`src/rtl/sprite_line_scheduler_if.sv`:
```
// Scanline sequencer <-> video timing / OAM / sprite drawer signal bundle.
interface sprite_line_scheduler_if #(
    parameter int OAM_ADDR_SIZE     = 8,
    parameter int OAM_DATA_SIZE     = 32,
    parameter int SECOND_ARRAY_SIZE = 32,
    parameter int DISPLAY_HEIGHT    = 480
);
    localparam int LINE_NUMBER_WIDTH = $clog2(DISPLAY_HEIGHT);
    localparam int COUNT_WIDTH       = $clog2(SECOND_ARRAY_SIZE) + 1;

    logic                                              line_start;
    logic [LINE_NUMBER_WIDTH-1:0]                      line_number;
    logic [OAM_ADDR_SIZE-1:0]                          oam_a;
    logic [OAM_DATA_SIZE-1:0]                          oam_d;
    logic                                              oam_sel;
    logic [SECOND_ARRAY_SIZE-1:0][OAM_ADDR_SIZE:0]     second_array;
    logic                                              drawer_enable;
    logic                                              drawer_done;
    logic                                              busy;
    logic                                              line_ready;
    logic [COUNT_WIDTH-1:0]                            sprite_count;
    logic                                              overflow;
    logic                                              late_err;

    modport master (
        output line_start, line_number, oam_d, drawer_done,
        input  oam_a, oam_sel, second_array, drawer_enable, busy,
               line_ready, sprite_count, overflow, late_err
    );

    modport slave (
        input  line_start, line_number, oam_d, drawer_done,
        output oam_a, oam_sel, second_array, drawer_enable, busy,
               line_ready, sprite_count, overflow, late_err
    );
endinterface

```
`src/rtl/sprite_line_scheduler.sv`:
```
// Per-scanline OAM scan into a secondary sprite array, then hands the OAM port
// to the sprite drawer until it finishes and pulses line_ready.
module sprite_line_scheduler #(
    parameter int OAM_ADDR_SIZE     = 8,
    parameter int OAM_DATA_SIZE     = 32,
    parameter int OAM_ENTRIES       = 128,
    parameter int SECOND_ARRAY_SIZE = 32,
    parameter int SPRITE_HEIGHT     = 16,
    parameter int DISPLAY_HEIGHT    = 480
) (
    input logic clk,
    input logic rst,
    sprite_line_scheduler_if.slave bus
);
    localparam int LW = $clog2(DISPLAY_HEIGHT);
    localparam int CW = $clog2(SECOND_ARRAY_SIZE) + 1;
    localparam int IW = $clog2(OAM_ENTRIES + 1);
    localparam int SW = OAM_ADDR_SIZE + 1;

    typedef enum logic [1:0] {IDLE, SCAN, DRAW, DONE} state_t;

    state_t                               state, state_nx;
    logic [LW-1:0]                        line_q;
    logic [IW-1:0]                        issue_idx;
    logic [CW-1:0]                        count;
    logic [CW-1:0]                        draw_cnt;
    logic [SECOND_ARRAY_SIZE-1:0][SW-1:0] slots;
    logic                                 ovf;
    logic                                 late;

    logic [9:0]               dy;
    logic                     evaluating;
    logic                     hit;
    logic                     full;
    logic                     scan_end;
    logic                     draw_exit;
    logic [OAM_ADDR_SIZE-1:0] eval_addr;

    // Read data lags the address by one cycle, so SCAN cycle k evaluates entry k-1.
    assign evaluating = (state == SCAN) && (issue_idx != '0);
    assign eval_addr  = OAM_ADDR_SIZE'(issue_idx - 1'b1);
    assign dy         = 10'(line_q) - bus.oam_d[27:18];
    assign hit        = evaluating && bus.oam_d[31] && (dy < 10'(SPRITE_HEIGHT));
    assign full       = (count == CW'(SECOND_ARRAY_SIZE));
    assign scan_end   = evaluating && ((hit && full) || (issue_idx == IW'(OAM_ENTRIES)));
    // A full array has no invalid terminator, so bound DRAW at count+2 cycles.
    assign draw_exit  = (state == DRAW) && (bus.drawer_done || (draw_cnt == count + CW'(1)));

    always_ff @(posedge clk or posedge rst) begin
        if (rst) state <= IDLE;
        else     state <= state_nx;
    end

    always_comb begin
        state_nx = state;
        case (state)
            IDLE: if (bus.line_start) state_nx = SCAN;
            SCAN: if (scan_end) state_nx = (count == '0 && !hit) ? DONE : DRAW;
            DRAW: if (draw_exit) state_nx = DONE;
            DONE: state_nx = IDLE;
            default: state_nx = IDLE;
        endcase
    end

    always_ff @(posedge clk or posedge rst) begin
        if (rst) begin
            line_q    <= '0;
            issue_idx <= '0;
            count     <= '0;
            draw_cnt  <= '0;
            slots     <= '0;
            ovf       <= 1'b0;
            late      <= 1'b0;
        end else begin
            case (state)
                IDLE: if (bus.line_start) begin
                    line_q    <= bus.line_number;
                    issue_idx <= '0;
                    count     <= '0;
                    slots     <= '0;
                    ovf       <= 1'b0;
                    late      <= 1'b0;
                end
                SCAN: begin
                    issue_idx <= issue_idx + 1'b1;
                    draw_cnt  <= '0;
                    if (hit && !full) begin
                        slots[count[CW-2:0]] <= {eval_addr, 1'b1};
                        count                <= count + 1'b1;
                    end
                    if (hit && full) ovf <= 1'b1;
                end
                DRAW: draw_cnt <= draw_cnt + 1'b1;
                default: ;
            endcase
            if (bus.line_start && state != IDLE) late <= 1'b1;
        end
    end

    assign bus.oam_sel       = (state == SCAN);
    assign bus.oam_a         = bus.oam_sel ? OAM_ADDR_SIZE'(issue_idx) : '0;
    assign bus.drawer_enable = (state == DRAW);
    assign bus.busy          = (state != IDLE);
    assign bus.line_ready    = (state == DONE);
    assign bus.second_array  = slots;
    assign bus.sprite_count  = count;
    assign bus.overflow      = ovf;
    assign bus.late_err      = late;
endmodule

```
`src/flat_wrapper.sv`:
```
// flat-port wrapper written by rule: the top's interface ports become plain ports
module sprite_line_scheduler_flat 
#(
    parameter int OAM_ADDR_SIZE     = 8,
    parameter int OAM_DATA_SIZE     = 32,
    parameter int OAM_ENTRIES       = 128,
    parameter int SECOND_ARRAY_SIZE = 32,
    parameter int SPRITE_HEIGHT     = 16,
    parameter int DISPLAY_HEIGHT    = 480
)
  (clk, rst, bus_line_start, bus_line_number, bus_oam_d, bus_drawer_done, bus_oam_a, bus_oam_sel, bus_second_array, bus_drawer_enable, bus_busy, bus_line_ready, bus_sprite_count, bus_overflow, bus_late_err);
  sprite_line_scheduler_if #(.OAM_ADDR_SIZE(OAM_ADDR_SIZE), .OAM_DATA_SIZE(OAM_DATA_SIZE), .SECOND_ARRAY_SIZE(SECOND_ARRAY_SIZE), .DISPLAY_HEIGHT(DISPLAY_HEIGHT)) bus_i ();
  input logic clk;
  input logic rst;
  input wire logic [$bits(bus_i.line_start)-1:0] bus_line_start;
  input wire logic [$bits(bus_i.line_number)-1:0] bus_line_number;
  input wire logic [$bits(bus_i.oam_d)-1:0] bus_oam_d;
  input wire logic [$bits(bus_i.drawer_done)-1:0] bus_drawer_done;
  output wire logic [$bits(bus_i.oam_a)-1:0] bus_oam_a;
  output wire logic [$bits(bus_i.oam_sel)-1:0] bus_oam_sel;
  output wire logic [$bits(bus_i.second_array)-1:0] bus_second_array;
  output wire logic [$bits(bus_i.drawer_enable)-1:0] bus_drawer_enable;
  output wire logic [$bits(bus_i.busy)-1:0] bus_busy;
  output wire logic [$bits(bus_i.line_ready)-1:0] bus_line_ready;
  output wire logic [$bits(bus_i.sprite_count)-1:0] bus_sprite_count;
  output wire logic [$bits(bus_i.overflow)-1:0] bus_overflow;
  output wire logic [$bits(bus_i.late_err)-1:0] bus_late_err;
  assign bus_i.line_start = bus_line_start;
  assign bus_i.line_number = bus_line_number;
  assign bus_i.oam_d = bus_oam_d;
  assign bus_i.drawer_done = bus_drawer_done;
  assign bus_oam_a = bus_i.oam_a;
  assign bus_oam_sel = bus_i.oam_sel;
  assign bus_second_array = bus_i.second_array;
  assign bus_drawer_enable = bus_i.drawer_enable;
  assign bus_busy = bus_i.busy;
  assign bus_line_ready = bus_i.line_ready;
  assign bus_sprite_count = bus_i.sprite_count;
  assign bus_overflow = bus_i.overflow;
  assign bus_late_err = bus_i.late_err;
  sprite_line_scheduler #(.OAM_ADDR_SIZE(OAM_ADDR_SIZE), .OAM_DATA_SIZE(OAM_DATA_SIZE), .OAM_ENTRIES(OAM_ENTRIES), .SECOND_ARRAY_SIZE(SECOND_ARRAY_SIZE), .SPRITE_HEIGHT(SPRITE_HEIGHT), .DISPLAY_HEIGHT(DISPLAY_HEIGHT)) u_core (.clk(clk), .rst(rst), .bus(bus_i));
endmodule
```
`config.mk`:
```
export PLATFORM = sky130hd
export DESIGN_NAME = sprite_line_scheduler_flat
export DESIGN_NICKNAME = d
export VERILOG_FILES = /design/src/rtl/sprite_line_scheduler_if.sv /design/src/rtl/sprite_line_scheduler.sv /design/src/flat_wrapper.sv
export SDC_FILE = /design/constraint.sdc
export NUM_CORES = 1
export LEC_CHECK = 0
export BUFFER_PORTS_ARGS = -buffer_cell sky130_fd_sc_hd__buf_2
export CORE_ASPECT_RATIO = 0.5
export CORE_MARGIN = 2
export CORE_UTILIZATION = 25
export CTS_CLUSTER_DIAMETER = 150
export CTS_CLUSTER_SIZE = 20
export DETAILED_ROUTE_END_ITERATION = 8
export PLACE_DENSITY = 0.43
export SLEW_MARGIN = 20
export SYNTH_ARGS = -nofsm -noshare
export SYNTH_HDL_FRONTEND = slang
export SYNTH_SLANG_ARGS = --single-unit
```
`constraint.sdc`:
```
create_clock -name clk -period 14.4 [get_ports clk]
set_input_delay 2.88 -clock clk [delete_from_list [all_inputs] [get_ports clk]]
set_output_delay 2.88 -clock clk [all_outputs]
set_load 0.02 [all_outputs]
```
==> impl_metrics.json <==
{
  "status": "finished, final reports clean",
  "cellLeakagePower_nw": 8.02,
  "synth_top_cell_by_area": "dfrtp_1",
  "syn_to_final_growth_pct": 20.4,
  "synth_area_per_cell_um2": 12.4,
  "initial_core_util": 0.253,
  "vias_per_cell": 5.09,
  "clock_power_share": 0.243,
  "ant_nets": 0,
  "cp_slowest_cell": "nand2_1",
  "dieArea_um2": 56300,
  "netlist.area_leader.share": 0.591,
  "cap_violations": 0,
  "p_int_mw": 1.38,
  "synth_xor_area_frac": 0.0130,
  "synth_area_um2": 13600,
  "avgRoutedWirePerCell_um": 25.0,
  "routabilityCongestion": 0.818,
  "syn_nets": 1163,
  "wirelength_um": 52300,
  "finalMaxSlewViolations": 0,
  "cts_max_path_buffers": 3,
  "grt_pass1_wl_um": 76300,
  "rsz0062_at_grt": "no",
  "pwr-share-comb": 0.358,
  "setup_tns_ns": 0,
  "grt_use_total": 0.181,
  "clock-sinks": 321,
  "diodes": 0,
  "core_um2": 53700,
  "end_kind": "flip-flop",
  "setup_viol": 0,
  "min_from": "u_core.bus.second_array[135]",
  "grt_antenna_before_repair": 1,
  "cp.arrival_ns": 6.62,
  "root_buffer": "clkbuf_16",
  "htreeDepth": 1,
  "synthAdderAreaFrac": 0.0184,
  "cts_made_buffers": 20,
  "fin_crit_ns": 6.17,
  "layout.cells.non_filler": 2093,
  "cts_setup_buffers": 0,
  "pwr_density_cell_nw_per_um2": 145,
  "io_buffers": 331,
  "synth_compound_area_frac": 0.233,
  "synth-simple-area-share": 0.0876,
  "switching_share": 0.421,
  "power.switching_mw": 1.00,
  "synth_top_family_by_area": "compound AO/OA/AOI/OAI gates",
  "ys_seq_elements": 321,
  "synthDistinctLibCells": 64,
  "final_cell_mix": "331 x buf_2, 321 x dfrtp_1, 252 x o2bb2ai_1",
  "max_clock_freq_mhz": 162,
  "hpwl_um": 36400,
  "rows": 60,
  "fin_skew_ns": 0.0168,
  "synthFlopType": "dfrtp_1",
  "first_pass_iters": 5,
  "crit_required_ns": 14.85,
  "vdd_drop_max_mv": 0.0848,
  "yosysSeqAreaShare": 0.591,
  "mostFrequentLayoutCell": "buf_2",
  "finalHoldViolCount": 0,
  "whs_path_depth": 1,
  "chipWidth_um": 334,
  "cp_cell_sequence": "buf_2 > inv_1 > ha_1 > or2_1 > nand4_1 > o21ai_2 > xnor2_4 > buf_4 > inv_2 > nor3_4 > nand2_1 > o2bb2ai_1",
  "die_h_um": 169,
  "seq_power_share": 0.399,
  "relSlewSlack": 0.309,
  "clk-insertion-delay-late_ns": 0.55,
  "overflow": 0,
  "path_class": "in -> reg",
  "drive_above_1_share": 0.293,
  "ys_top_cells_by_area": "dfrtp_1 59%, o2bb2ai_1 16%, nand2_1 2.6%",
  "reg2reg_to": "u_core.bus.second_array[239]",
  "grt_max_degree": 135,
  "nNetsFinal": 1444,
  "holdBufCountCts": 0,
  "dp.cells": 2070,
  "async_reset_ff_frac": 1.00,
  "cts_resized": 0,
  "synth_warnings": 0,
  "regToRegSetupSlack_ns": 10.14,
  "synth_edf_count": 0,
  "reg2regPathDepth": 10,
  "grt_pass1_vias": 10900,
  "vias": 10600,
  "worstPathMaxFanout": 37,
  "clkTransAtPathRegs_ns": 0.09,
  "drc": 0,
  "hold_class": "reg -> reg",
  "critPathLaunchType": "input pin",
  "drt_iter0_markers": 608,
  "cts_tree": "done",
  "muxShareOfSynthArea": 0.0133,
  "tightest_slew_ns": 1.03,
  "critical_path.max_stage_delay_ns": 0.79,
  "final.period_utilization": 0.429,
  "ios": 353,
  "r2r_start": "u_core.issue_idx[0]",
  "syn_inst": 1098,
  "min_to": "u_core.bus.second_array[135]"
}
==> logic make-up (layout without fill, tap and decap cells) <==
logic type,Yosys count,after routing
xor+xnor,18,18
mux,16,16
flops,321,321
fa+ha+maj,20,20
buf+inv,115,397
compound gates,375,375
simple gates,233,233
==> Yosys cell counts (all sizes together) (3+ instances only) <==
cell	instances
nand3	18
a31oi	5
nor3	22
xnor2	12
xor2	6
ha	20
a21o	41
o21ai	12
a22o	37
and3	6
clkbuf	46
o31ai	4
nor3b	3
nand2b	7
mux2i	3
nand2	95
nor2	25
a21oi	4
o2bb2ai	252
dfrtp	321
mux2	13
inv	21
a211oi	3
o22ai	3
and2	10
buf	46
nand4	34
nor2b	3
==> power groups by stage <==
stage	Clock [mW]	Combinational [mW]	Sequential, mW
6_report	0.578	0.851	0.949
5_1_grt	0.626	0.917	0.954
4_1_cts	0.592	0.853	0.949
3_5_place_dp	0	0.852	0.967
3_3_place_gp	0	0.831	0.966
2_1_floorplan	0	0.641	0.958
==> worst max-delay path, delay by kind of cell <==
kind,cells,cell delay [ns]
adders and majority gates,1,0.32
AOI/OAI and AO/OA,2,0.67
xor gates and xnor gates,1,0.14
buffers and inverters,4,0.65
and+or+nand+nor,4,1.94
==> layer usage <==
metal	vias to the layer above	wire, um	global-route usage	share of wire
li1	4685	-	-	-
met1	5595	20900	0.220	0.40
met2	288	27700	0.330	0.53
met3	77	1970	0.0233	0.038
met4	0	1760	0.0599	0.034
met5	-	0	0	0
==> per-stage QoR <==
stage / area [um^2] / power (mW) / worst slack (ns) / hold WS [ns] / utilization
6_report: 16400 / 2.38 / 8.23 / 0.476 / 0.305
5_1_grt: 16400 / 2.50 / 8.00 / 0.503 / 0.305
4_1_cts: 16400 / 2.39 / 8.27 / 0.480 / 0.305
3_5_place_dp: 15800 / 1.82 / 7.69 / 0.461 / 0.295
3_3_place_gp: 15800 / 1.80 / 7.73 / 0.463 / 0.295
2_1_floorplan: 13600 / 1.60 / 2.64 / 0.484 / -
==> worst max path at each step <==
stage / from / end / slack (ns) / cells after the start
6_report: bus_oam_d[22] / u_core.bus.second_array[239] / 8.23 / 12
5_1_grt: bus_oam_d[21] / u_core.bus.second_array[239] / 8.00 / 12
4_1_cts: bus_oam_d[21] / u_core.bus.second_array[239] / 8.27 / 12
3_5_place_dp: bus_oam_d[21] / u_core.bus.second_array[239] / 7.69 / 12
3_3_place_gp: bus_oam_d[21] / u_core.bus.second_array[265] / 7.73 / 12
2_1_floorplan: rst / u_core.bus.late_err / 2.64 / 1
==> cell type report <==
| class | instances | area, um^2 |
|---|---|---|
| timing repair buffer | 351 | 1810 |
| fill | 5455 | 37300 |
| clock inverter | 2 | 36.3 |
| sequential | 321 | 8030 |
| clock buffer | 21 | 504 |
| tap | 713 | 892 |
| inverter | 23 | 93.8 |
| multi-input combinational | 662 | 5000 |
==> sequential cells by signal, summed over array words and instances, names as in the netlist <==
name                     count
u_core.bus.sprite_count      6
u_core.line_q                9
u_core.issue_idx             8
u_core.bus.late_err          1
u_core.bus.second_array    288
u_core.draw_cnt              6
u_core.state                 2
u_core.bus.overflow          1
No activity file was read; power rests on OpenSTA's default activity.
